`src/rtl/uart_tx_fifo_drain.sv`:
```
// UART transmit serializer fed from the transmit FIFO.
// Pops one byte per frame, waits for the FIFO read pipeline, then sends
// start bit, 7 or 8 data bits LSB first, optional parity bit and one stop bit.
// Bit timing is derived from a 16x oversample enable.
//
// Ports:
//   clock       system clock, shared with the FIFO
//   reset_n     asynchronous active-low reset
//   baud_en     single-cycle 16x baud tick
//   bit8        1 = 8 data bits, 0 = 7 data bits
//   parity_en   1 = append parity bit
//   odd_n_even  1 = odd parity, 0 = even parity
//   fifo_empty  FIFO empty flag
//   fifo_data   FIFO output data
//   fifo_read_n active-low single-cycle pop strobe
//   tx          serial output, idles high
//   tx_busy     high whenever a frame is in progress (pop through stop bit)
//   tx_done     single-cycle pulse on the cycle the stop bit completes
module uart_tx_fifo_drain #(
   parameter int unsigned FETCH_LAT  = 3,  // must be >= 2
   parameter int unsigned OVERSAMPLE = 16
) (
   input  logic       clock,
   input  logic       reset_n,
   input  logic       baud_en,
   input  logic       bit8,
   input  logic       parity_en,
   input  logic       odd_n_even,
   input  logic       fifo_empty,
   input  logic [7:0] fifo_data,
   output logic       fifo_read_n,
   output logic       tx,
   output logic       tx_busy,
   output logic       tx_done
);

   localparam int unsigned FetchW = (FETCH_LAT > 2) ? $clog2(FETCH_LAT - 1) : 1;
   localparam logic [FetchW-1:0] LastFetch = FetchW'(FETCH_LAT - 2);
   localparam logic [3:0] LastTick = 4'(OVERSAMPLE - 1);

   typedef enum logic [2:0] {
      StIdle,
      StPop,
      StFetch,
      StStart,
      StData,
      StParity,
      StStop
   } state_e;

   state_e            state_q, state_d;
   logic [3:0]        tick_q, tick_d;
   logic [FetchW-1:0] fetch_q, fetch_d;
   logic [3:0]        bit_q, bit_d;
   logic [7:0]        shift_q, shift_d;
   logic              bit8_q, bit8_d;
   logic              par_en_q, par_en_d;
   logic              par_q, par_d;
   logic              tx_q, tx_d;

   logic              bit_end;

   // A serial bit ends on the baud tick that wraps the oversample counter.
   assign bit_end = baud_en && (tick_q == LastTick);

   always_comb begin
      state_d  = state_q;
      tick_d   = tick_q;
      fetch_d  = fetch_q;
      bit_d    = bit_q;
      shift_d  = shift_q;
      bit8_d   = bit8_q;
      par_en_d = par_en_q;
      par_d    = par_q;
      tx_done  = 1'b0;

      // The oversample counter only runs while a bit is on the line.
      if (baud_en && (state_q inside {StStart, StData, StParity, StStop})) begin
         tick_d = tick_q + 4'd1;
      end

      unique case (state_q)
         StIdle: begin
            if (!fifo_empty) begin
               state_d = StPop;
            end
         end
         StPop: begin
            fetch_d = '0;
            state_d = StFetch;
         end
         StFetch: begin
            if (fetch_q == LastFetch) begin
               // Byte and frame format are frozen here for the whole frame.
               shift_d  = fifo_data;
               bit8_d   = bit8;
               par_en_d = parity_en;
               par_d    = (bit8 ? ^fifo_data : ^fifo_data[6:0]) ^ odd_n_even;
               tick_d   = '0;
               bit_d    = '0;
               state_d  = StStart;
            end else begin
               fetch_d = fetch_q + 1'b1;
            end
         end
         StStart: begin
            if (bit_end) begin
               state_d = StData;
            end
         end
         StData: begin
            if (bit_end) begin
               shift_d = {1'b0, shift_q[7:1]};
               bit_d   = bit_q + 4'd1;
               if (bit_d == (bit8_q ? 4'd8 : 4'd7)) begin
                  state_d = par_en_q ? StParity : StStop;
               end
            end
         end
         StParity: begin
            if (bit_end) begin
               state_d = StStop;
            end
         end
         StStop: begin
            if (bit_end) begin
               tx_done = 1'b1;
               // Back-to-back frames go straight to the next pop, no idle bit.
               state_d = fifo_empty ? StIdle : StPop;
            end
         end
         default: begin
            state_d = StIdle;
         end
      endcase

      // tx is decoded from the next state so the registered line changes
      // together with the state register.
      unique case (state_d)
         StStart:  tx_d = 1'b0;
         StData:   tx_d = shift_d[0];
         StParity: tx_d = par_d;
         default:  tx_d = 1'b1;
      endcase
   end

   always_ff @(posedge clock or negedge reset_n) begin
      if (!reset_n) begin
         state_q  <= StIdle;
         tick_q   <= '0;
         fetch_q  <= '0;
         bit_q    <= '0;
         shift_q  <= '0;
         bit8_q   <= 1'b0;
         par_en_q <= 1'b0;
         par_q    <= 1'b0;
         tx_q     <= 1'b1;
      end else begin
         state_q  <= state_d;
         tick_q   <= tick_d;
         fetch_q  <= fetch_d;
         bit_q    <= bit_d;
         shift_q  <= shift_d;
         bit8_q   <= bit8_d;
         par_en_q <= par_en_d;
         par_q    <= par_d;
         tx_q     <= tx_d;
      end
   end

   assign fifo_read_n = (state_q != StPop);
   assign tx_busy     = (state_q != StIdle);
   assign tx          = tx_q;

endmodule

```
`config.mk`:
```
export PLATFORM = sky130hd
export DESIGN_NAME = uart_tx_fifo_drain
export DESIGN_NICKNAME = d
export VERILOG_FILES = /design/src/rtl/uart_tx_fifo_drain.sv
export SDC_FILE = /design/constraint.sdc
export NUM_CORES = 1
export LEC_CHECK = 0
export CAP_MARGIN = 30
export CORE_ASPECT_RATIO = 0.7
export CORE_MARGIN = 5
export CORE_UTILIZATION = 50
export CTS_CLUSTER_DIAMETER = 60
export DETAILED_ROUTE_END_ITERATION = 8
export PLACE_DENSITY = 0.83
export SLEW_MARGIN = 30
export SYNTH_ARGS = -nofsm -noshare
export SYNTH_HDL_FRONTEND = slang
export SYNTH_SLANG_ARGS = --single-unit
```
`constraint.sdc`:
```
create_clock -name clock -period 3 [get_ports clock]
set_clock_uncertainty 0.05 [all_clocks]
set_input_delay 0.3 -clock clock [delete_from_list [all_inputs] [get_ports clock]]
set_output_delay 0.3 -clock clock [all_outputs]
set_load 0.05 [all_outputs]
```
==> qor.csv, run 1 <==
stage,metric,value,unit
timing,worst slew pin tran,0.6876,ns
yosys,Post-Synth Simple-Gate Area,20.04,%
placement,DP HPWL,2145,µm
critical_path,critical path cell sequence,ha_1 -> and4_4 -> and3_1 -> clkdlybuf4s50_1,
yosys,Syn Nets,160,
power_and_ir_drop,Leak,0.7405,nW
route,drt wl/cell,14.10,µm
route,drt pass-1 iters,4,
grt,Total GRT Usage,15.91,%
flow_run,Max-Cap Viols,0,
route,DR vias/cell,5.533,
clock_tree,clock edge transition at the registers on the reported setup and hold paths,0.09,ns
floorplanning,Die Height,54.16,µm
yosys,largest family of logic cells by synthesized area,simple AND/OR/NAND/NOR gates,
critical_path,CP Launch Type,register,
floorplanning,# rows,16,
route,total number of vias,1079,
grt,vias in the first global route,1009,
yosys,Synth Instances,143,
timing,RSZ-0062 raised after global routing,no,
power_and_ir_drop,Comb pwr share,41.1,%
power_and_ir_drop,VDD IR-drop max,0.0005335,V
grt,GRT overflow,0,
placement,port buffer count,18,
floorplanning,Die Footprint,3957,µm²
power_and_ir_drop,Net Sw Frac,37.84,%
yosys,synthesized flop and latch total,24,
critical_path,Worst EP arrival,2.09,ns
clock_tree,# resized after CTS,0,
clock_tree,H-tree depth,1,
cells_and_area,share of layout cells above drive strength 1,8.805,%
clock_tree,CTS tree,done,
timing,Final Hold Vio Count,0,
clock_tree,Worst-Skew Late Latency,0.27,ns
worst_hold_path,min-delay worst type,input port to async pin,
yosys,Commonest cells post-synth,"27 x nand2_1, 23 x dfrtp_1, 10 x xnor2_1",
critical_path,WP data required,2.65,ns
clock_tree,CTS Hold Buffers Added,0,
yosys,ys flop type,dfrtp_1,
clock_tree,Num CTS Buffers,3,
yosys,Synth area leader,dfrtp_1,
cells_and_area,n_diodes,0,
yosys,Yosys warning total,0,
timing,Finish-stage setup viols,0,
yosys,register area share after synthesis,43.22,%
timing,"Slew Viols, Final",0,
timing,fin crit period,2.439,ns
timing,Slew HR,54.16,%
timing,TNS Setup,0,ns
critical_path,Bufs and invs on worst path,1,
yosys,syn_area_per_cell,9.738,µm²
yosys,library cells used by synthesis,45,
yosys,Post-Synth XOR/XNOR Area,9.164,%
power_and_ir_drop,Net Sw Power,0.5352,mW
power_and_ir_drop,Power Density,856.3,nW/µm²
timing,Peak Freq,0.4099,GHz
critical_path,Worst Setup Path Type,register to primary output,
placement,Setup WS pre-CTS,0.6244,ns
power_and_ir_drop,Tot Pwr,1.414,mW
yosys,compound-cell area share of the yosys netlist,15.18,%
yosys,mux contribution to synthesized area,5.481,%
route,DRC,0,
grt,global-route wire length before repair,4740,µm
outcome,outcome,"complete, no violations",
clock_tree,Root Driver,clkbuf_8,
power_and_ir_drop,clock share of power,19.8,%
yosys,"EDFF count, synth",0,
route,Post-DRT Antenna Nets,0,
yosys,Async SR Flop Fraction,100.0,%
critical_path,family with the most delay on the worst path,buffers and inverters,
critical_path,CP max-delay cell,clkdlybuf4s50_1,
cells_and_area,Area growth syn-to-layout,18.60,%
critical_path,CP max FO,5,
yosys,Synth area leaders,"dfrtp_1 41%, nand2_1 7.3%, xnor2_1 6.3%",
critical_path,Critical Path Sink Type,primary output,
critical_path,Max stage delay on crit path,0.80,ns
cells_and_area,final layout net count,177,
clock_tree,clk buf depth,2,
yosys,Synth top area share,41.33,%
yosys,Post-Syn Area,1393,µm²
timing,final worst setup slack,0.5606,ns
yosys,Synth Area in Adders,1.797,%
floorplanning,Die Span X,73.08,µm
clock_tree,Post-CTS Setup Bufs,0,
route,Routed WL,2750,µm
yosys,most numerous cell in the Yosys netlist,nand2_1,
clock_tree,Sink Count,24,
power_and_ir_drop,Seq pwr share,39.1,%
placement,Placer Congestion,0.8327,
floorplanning,core box area,2723,µm²
grt,antenna violations before repair,0,
timing,fin crit share,81.31,%
floorplanning,Initial Util,51.15,%
grt,largest net degree at the start of global routing,25,
floorplanning,I/O pin count,19,
power_and_ir_drop,Internal Power,0.8791,mW
route,DR iter-0 viols,87,
## layer usage
layer / up-vias / share of wire [%] / global-route usage, % / wire (µm)
li1: 529 / - / - / -
met1: 515 / 45 / 20.05 / 1241
met2: 29 / 48 / 26.26 / 1312
met3: 6 / 6.0 / 5.410 / 164
met4: 0 / 1.2 / 4.294 / 32
met5: - / 0 / 0 / 0
## registers in the layout, indices dropped and copies added (netlist names)
| register | cells |
|---|---|
| fetch_q | 1 |
| state_q | 3 |
| par_q | 1 |
| bit8_q | 1 |
| shift_q | 8 |
| par_en_q | 1 |
| tx | 1 |
| bit_q | 4 |
| tick_q | 4 |
## area by class of cell
| class | instances | area [µm²] |
|---|---|---|
| clock buffer | 3 | 41.29 |
| clock inverter | 1 | 30.03 |
| fill | 237 | 1071 |
| inverter | 5 | 18.77 |
| multi-input combinational | 106 | 719.4 |
| sequential | 24 | 601.8 |
| tap | 36 | 45.04 |
| timing repair buffer | 20 | 195.2 |
## worst paths after layout
| kind | startpoint | to | slack [ns] | depth (start not counted) |
|---|---|---|---|---|
| max | tick_q[0] | tx_done | 0.56 | 4 |
| min reg2reg | shift_q[2] | shift_q[2] | 0.44 | 2 |
| min | reset_n | fetch_q | 0.32 | 2 |
| max in group asynchronous | reset_n | tx | 2.28 | 2 |
| min in group clock | shift_q[2] | shift_q[2] | 0.44 | 2 |
| max reg2reg | state_q[1] | tx | 0.76 | 6 |
## cell usage in the layout (no fill, tap or decap), types with 2 or more instances in the layout
cell             Yosys  routed
a21oi_1              3       3
a22o_1               2       2
a22oi_1              6       6
and3_1               3       3
buf_4                3       2
clkbuf_8             0       3
clkdlybuf4s50_1      0      18
dfrtp_1             23      23
ha_1                 2       2
inv_1                4       4
mux2i_1              5       5
nand2_1             27      27
nand3_1              2       2
nand4_1              2       2
nor2_1               8       8
nor2b_1              3       3
o21ai_0              7       7
or3_1                2       2
xnor2_1             10      10
xor2_1               2       2
## cells by family (layout without fill, tap and decap cells)
kind of cell,count (synthesis),in the layout
AOI/OAI and AO/OA,28,28
adders and majority gates,2,2
DFF,24,24
muxes,7,7
and+or+nand+nor,56,56
xor gates and xnor gates,13,13
buffers and inverters,13,29
## power groups by stage
stage                     Combinational, mW  Sequential [mW]  Clock [mW]
after floorplan                       0.485            0.536           0
final                                 0.581            0.553       0.280
after global placement                0.563            0.549           0
after detailed placement              0.586            0.557           0
after global routing                  0.654            0.568       0.296
after CTS                             0.589            0.550       0.285
## through the flow
step                hold WS, ns  util (%)  area (µm²)  cells
finish                   0.3250     60.66        1652    195
global route             0.3508     60.66        1652    195
CTS                      0.3398     60.66        1652    195
global placement         0.4096     58.04        1580    191
detailed placement       0.4142     58.04        1580    191
floorplan              -0.04559         -        1393    143
No activity file was read; power rests on OpenSTA's default activity.
==> run 2: changes to the inputs <==
- CORE_UTILIZATION: 50 -> 48
- clock period: 3 -> 2 ns (I/O delays scaled with it)
==> qor.csv, run 2 (same netlist as run 1, synthesis figures left out) <==
stage,metric,value,unit,change
outcome,outcome,"complete, no violations",,
timing,worst slew pin tran,0.4923,ns,-0.1953 ns
floorplanning,Die Height,55.07,µm,+1.7%
floorplanning,Die Span X,74.38,µm,+1.8%
route,drt wl/cell,14.36,µm,+1.8%
critical_path,critical path cell sequence,ha_1 -> and4_4 -> and3_1 -> buf_12 -> a22o_1 -> a21o_1 -> mux2i_1 -> a31oi_1,,
route,drt pass-1 iters,4,,unchanged
power_and_ir_drop,VDD IR-drop max,0.0006340,V,+19%
route,Post-DRT Antenna Nets,0,,unchanged
floorplanning,Initial Util,50.04,%,-1.1 points
cells_and_area,max reg flops,8,,unchanged
critical_path,worst r2r path cells,8,,+2
timing,RSZ-0062 raised after global routing,yes,,
timing,fin crit share,95.97,%,
floorplanning,core box area,2783,µm²,+2.2%
critical_path,CP max-delay cell,dfrtp_1,,
clock_tree,H-tree depth,1,,unchanged
timing,Peak Freq,0.5210,GHz,
critical_path,WP data required,2.14,ns,-0.51 ns
flow_run,Max-Cap Viols,0,,unchanged
floorplanning,I/O pin count,19,,unchanged
power_and_ir_drop,Tot Pwr,2.223,mW,+57%
cells_and_area,"most common cell after layout, fill and taps aside",nand2_1,,
route,Routed WL,2930,µm,+6.5%
critical_path,Max stage delay on crit path,0.41,ns,-0.39 ns
clock_tree,Num CTS Buffers,3,,unchanged
route,DR iter-0 viols,61,,-30%
critical_path,Worst EP arrival,2.06,ns,-0.03 ns
grt,largest net degree at the start of global routing,25,,unchanged
timing,"Slew Viols, Final",0,,unchanged
clock_tree,Worst-Skew Late Latency,0.27,ns,about the same
cells_and_area,n_diodes,0,,unchanged
route,total number of vias,1089,,+0.93%
placement,Post-DP Area,1658,µm²,+4.9%
grt,global-route wire length before repair,5030,µm,+6.1%
placement,DP HPWL,2172,µm,+1.3%
critical_path,Worst Setup Path Type,register to register,,
cells_and_area,final layout net count,186,,+5.1%
route,DR vias/cell,5.338,,-3.5%
grt,Total GRT Usage,16.51,%,+0.60 points
worst_hold_path,min-delay worst type,input port to async pin,,
critical_path,Bufs and invs on worst path,1,,unchanged
clock_tree,Sink Count,24,,unchanged
floorplanning,Die Footprint,4096,µm²,+3.5%
cells_and_area,Reg with most FFs,shift_q,,
grt,met2 usage,28.86,%,+2.6 points
cells_and_area,multi-input combinational cell area,728.2,µm²,+1.2%
timing,Final Hold Vio Count,0,,unchanged
floorplanning,# rows,16,,unchanged
power_and_ir_drop,Power Density,1274,nW/µm²,+49%
grt,most used routing layer in global routing,met2,,
cells_and_area,share of layout cells above drive strength 1,16.67,%,+7.9 points
power_and_ir_drop,Leak,0.7928,nW,+7.1%
clock_tree,clk buf depth,2,,unchanged
timing,Slew HR,67.08,%,+13 points
timing,fin crit period,1.919,ns,
cells_and_area,Largest regs,"shift_q x8, bit_q x4, tick_q x4",,
grt,GR Util met3,4.874,%,-0.54 points
placement,Placer Congestion,0.9285,,+12%
cells_and_area,most frequent cells in the layout,"27 x nand2_1, 23 x dfrtp_1, 15 x clkdlybuf4s50_1",,
route,DRC,0,,unchanged
critical_path,CP max FO,14,,+9
grt,vias in the first global route,1105,,+9.5%
critical_path,Critical Path Sink Type,register,,
cells_and_area,"Design Area, Final",1745,µm²,+5.7%
cells_and_area,fin util,62.72,%,+2.1 points
timing,Finish-stage setup viols,0,,unchanged
cells_and_area,Area growth syn-to-layout,25.34,%,
cells_and_area,Reg area,601.8,µm²,unchanged
clock_tree,Root Driver,clkbuf_8,,
placement,port buffer count,18,,unchanged
clock_tree,CTS tree,done,,
grt,Global Route met1 Usage,20.25,%,+0.20 points
critical_path,Reg-to-Reg End,tx,,
cells_and_area,fill count,225,,-5.1%
clock_tree,clock edge transition at the registers on the reported setup and hold paths,0.09,ns,about the same
critical_path,CP Launch Type,register,,
critical_path,family with the most delay on the worst path,compound AO/OA/AOI/OAI gates,,
critical_path,Worst R2R Setup Slack,0.08,ns,-0.68 ns
critical_path,Critical R2R Launch,tick_q[0],,
grt,antenna violations before repair,0,,unchanged
grt,GRT overflow,0,,unchanged
-- run 2: worst reg2reg max path, cell delays in order (launching register included) --
cell     delay (ns)
dfrtp_1        0.41
ha_1           0.24
and4_4         0.20
and3_1         0.19
buf_12         0.15
a22o_1         0.18
a21o_1         0.17
mux2i_1        0.14
a31oi_1        0.10
-- run 2: per-layer routing --
metal	part of all wire [%]	wire [µm]
met1	47	1383
met2	48	1415
met3	3.7	107
met4	0.82	24
met5	0	0
-- run 2: per-stage QoR --
stage	hold WS, ns	TNS, ns	std cells	worst slack, ns
final	0.2354	0	204	0.08057
after global routing	0.2605	-0.02196	204	-0.02196
after CTS	0.2490	0	204	0.07171
after detailed placement	0.4132	-0.01852	199	-0.01852
after global placement	0.4090	0	199	0.01783
after floorplan	-0.1456	0	143	0.2127
-- run 2: power breakdown --
part / internal, mW / switching [mW]
Clock: 0.268 / 0.163
Sequential: 0.670 / 0.130
Combinational: 0.440 / 0.552
-- run 2: cell type report --
type	count	share of cell area (%)
clock inverter	1	1.720
multi-input combinational	106	41.72
timing repair buffer	29	16.06
inverter	5	1.075
tap	36	2.581
sequential	24	34.48
clock buffer	3	2.366
-- run 2: what timing repair did --
action / 4_1_cts / 5_1_grt
buffers inserted: 1 / 0
endpoints found under the setup margin: 1 / 2
resized for setup: 0 / 2
hold buffers: 0 / 0
pin swaps: 1 / 0
-- run 2: worst max-delay path by stage --
| stage | start | end | slack (ns) | cells after the start |
|---|---|---|---|---|
| 6_report | tick_q[0] | tx | 0.08 | 8 |
| 5_1_grt | bit_q[0] | tx | -0.02 | 6 |
| 4_1_cts | tick_q[0] | tx | 0.07 | 8 |
| 3_5_place_dp | fifo_data[6] | tx | -0.02 | 7 |
| 3_3_place_gp | fifo_data[6] | tx | 0.02 | 7 |
| 2_1_floorplan | bit_q[0] | tx | 0.21 | 7 |
==> patch (settings of run 2) <==
Set the parameter `FETCH_LAT` to 2 (it was 3).
--- a/src/rtl/uart_tx_fifo_drain.sv
+++ b/src/rtl/uart_tx_fifo_drain.sv
@@ -19,3 +19,3 @@
 module uart_tx_fifo_drain #(
-   parameter int unsigned FETCH_LAT  = 3,  // must be >= 2
+   parameter int unsigned FETCH_LAT  = 2,  // must be >= 2
    parameter int unsigned OVERSAMPLE = 16
Check against the original RTL: not equivalent (a bounded check fails within 4 cycles, from zero or initial values and one cycle with reset_n low).
==> patch against run 2 <==
The flow now finishes with violations (setup timing); sequential cell count decreased by 1; critical path type unchanged; wire length grew 35%; design area up 9.1%; area after synthesis rose by 1.5%; setup slack got worse by 190 ps; critical endpoint unchanged; die area is 1.3% higher; clock power fell by 32%; power decreased by 5.7%.
==> patch: results (changes against run 2) <==
stage;metric;value;unit;change
worst_setup_path;Max FO, Critical Path;3;;was 14
yosys;synth cell count leaders;34 x nand2_1, 22 x dfrtp_1, 14 x nor2_1;;was 27 x nand2_1, 23 x dfrtp_1, 10 x xnor2_1
finish;share of cells above drive strength 1;25.8;%;was 16.7%
run_status;run status;finished with violations;;was completed
clocking;H-tree Lvls;1;;unchanged
grt;largest net degree at the start of global routing;24;;was 25
worst_setup_path;Reg2Reg Depth;7;;was 8
power;Peak VDD IR;0.676;mV;was 0.634 mV
timing;Worst Setup Slack, final;-108;ps;was 80.6 ps
timing;Slew @ Worst Pin;494;ps;was 492 ps
worst_setup_path;Worst EP arrival;2240;ps;was 2060 ps
grt;GR Util All Layers;20.1;%;was 16.5%
power;Pleak;0.823;nW;was 0.793 nW
run_status;failing checks;setup timing;;
route;DR iter-0 viols;117;;was 61
yosys;Yosys cell types;50;;was 45
worst_setup_path;RR Startpoint;bit_q[1]$_DFFE_PN0P_;;was tick_q[0]$_DFF_PN0_
finish;Final nets;212;;was 186
timing;final setup fails;1;;was 0
grt;vias in the first global route;1349;;was 1105
clocking;clk root buf;clkbuf_8;;unchanged
yosys;Seq/Total Area, Yosys;40.8;%;was 43.2%
yosys;Net Count, Synth;175;;was 160
route;DR vias;1343;;was 1089
place;DP Area;1750;um^2;was 1660 um^2
route;Detailed Route WL;3960;um;was 2930 um
place;DPL Wire Length;2840;um;was 2170 um
place;GP Congestion;0.821;;was 0.929
yosys;leading post-synthesis cells by cell area;dfrtp_1 39%, nand2_1 9.0%, nor2_1 3.7%, xnor2_1 3.7%, o21ai_0 3.5%;;was dfrtp_1 41%, nand2_1 7.3%, xnor2_1 6.3%, mux2i_1 3.6%, a22oi_1 3.2%
grt;first-pass GRT wire length;6560;um;was 5030 um
==> patch: cell types whose count changed after synthesis, moves of 3 or more <==
cell and delta:
nand2_1 +7, xnor2_1 -4, nor2_1 +6, o21ai_0 +3, a21oi_1 +5, mux2i_1 -4
==> patch: through the flow <==
stage | TNS [ps] | setup slack (ps) | hold slack, ps | std cells
6_report | -108 | -108 | 228 | 230
5_1_grt | -160 | -160 | 263 | 230
4_1_cts | -52.2 | -52.2 | 237 | 230
3_5_place_dp | -94.7 | -94.7 | 415 | 224
3_3_place_gp | -22.4 | -22.4 | 411 | 224
2_1_floorplan | 0 | 7.41 | -146 | 158
==> patch: worst max-delay path by stage <==
stage	startpoint	to	slack (ps)	cells past startpoint
2_1_floorplan	tick_q[1]$_DFFE_PN0P_	tx$_DFF_PN1_	7	8
3_5_place_dp	baud_en	tx$_DFF_PN1_	-90	7
5_1_grt	bit_q[1]$_DFFE_PN0P_	tx$_DFF_PN1_	-160	7
6_report	bit_q[1]$_DFFE_PN0P_	tx$_DFF_PN1_	-110	7
4_1_cts	bit_q[0]$_DFFE_PN0P_	tx$_DFF_PN1_	-50	7
3_3_place_gp	baud_en	tx$_DFF_PN1_	-20	7
==> patch: what timing repair did <==
item	in CTS	in global routing
pin swaps	4	4
hold buffers	0	0
endpoints found under the setup margin	1	2
gates resized for setup	7	8
buffers inserted	2	0
hold endpoints to repair	0	0
==> patch: cell families after synthesis <==
logic type                 Yosys count  synth area share, %
adders and majority gates            2                 1.77
muxes                                1                0.708
DFF                                 23                 40.8
and+or+nand+nor                     72                 25.8
buffers and inverters               11                 5.13
AOI/OAI and AO/OA                   40                 19.2
xor gates and xnor gates             9                 6.55
==> patch: power by group <==
group          internal [mW]  leakage, nW  total (mW)  switching (mW)
combinational          0.460        0.521        1.01           0.554
sequential             0.645        0.279       0.790           0.145
clock                  0.142       0.0228       0.293           0.151
total                   1.25        0.823        2.10           0.850
==> patch: cell type report <==
cell class	count	area [um^2]
clock buffer	4	45.0
inverter	2	7.51
fill	214	898
multi-input combinational	124	860
sequential	23	577
tap	36	45.0
timing repair buffer	41	370
==> patch: routing by layer <==
layer  vias to the layer above  routed length [um]  global-route usage, %
li1                        636                   -                      -
met1                       664                1610                   27.0
met2                        37                2120                   33.0
met3                         6                 160                   3.80
met4                         0                  76                   5.08
met5                         -                   0                      0
==> patch: worst max-delay path: stages (launching register included) <==
cell      delay [ps]
dfrtp_1          430
ha_4             300
nand2b_4          50
or4_4            490
o21ai_4          100
a311o_1          280
nor4_2            80
a211oi_2         240
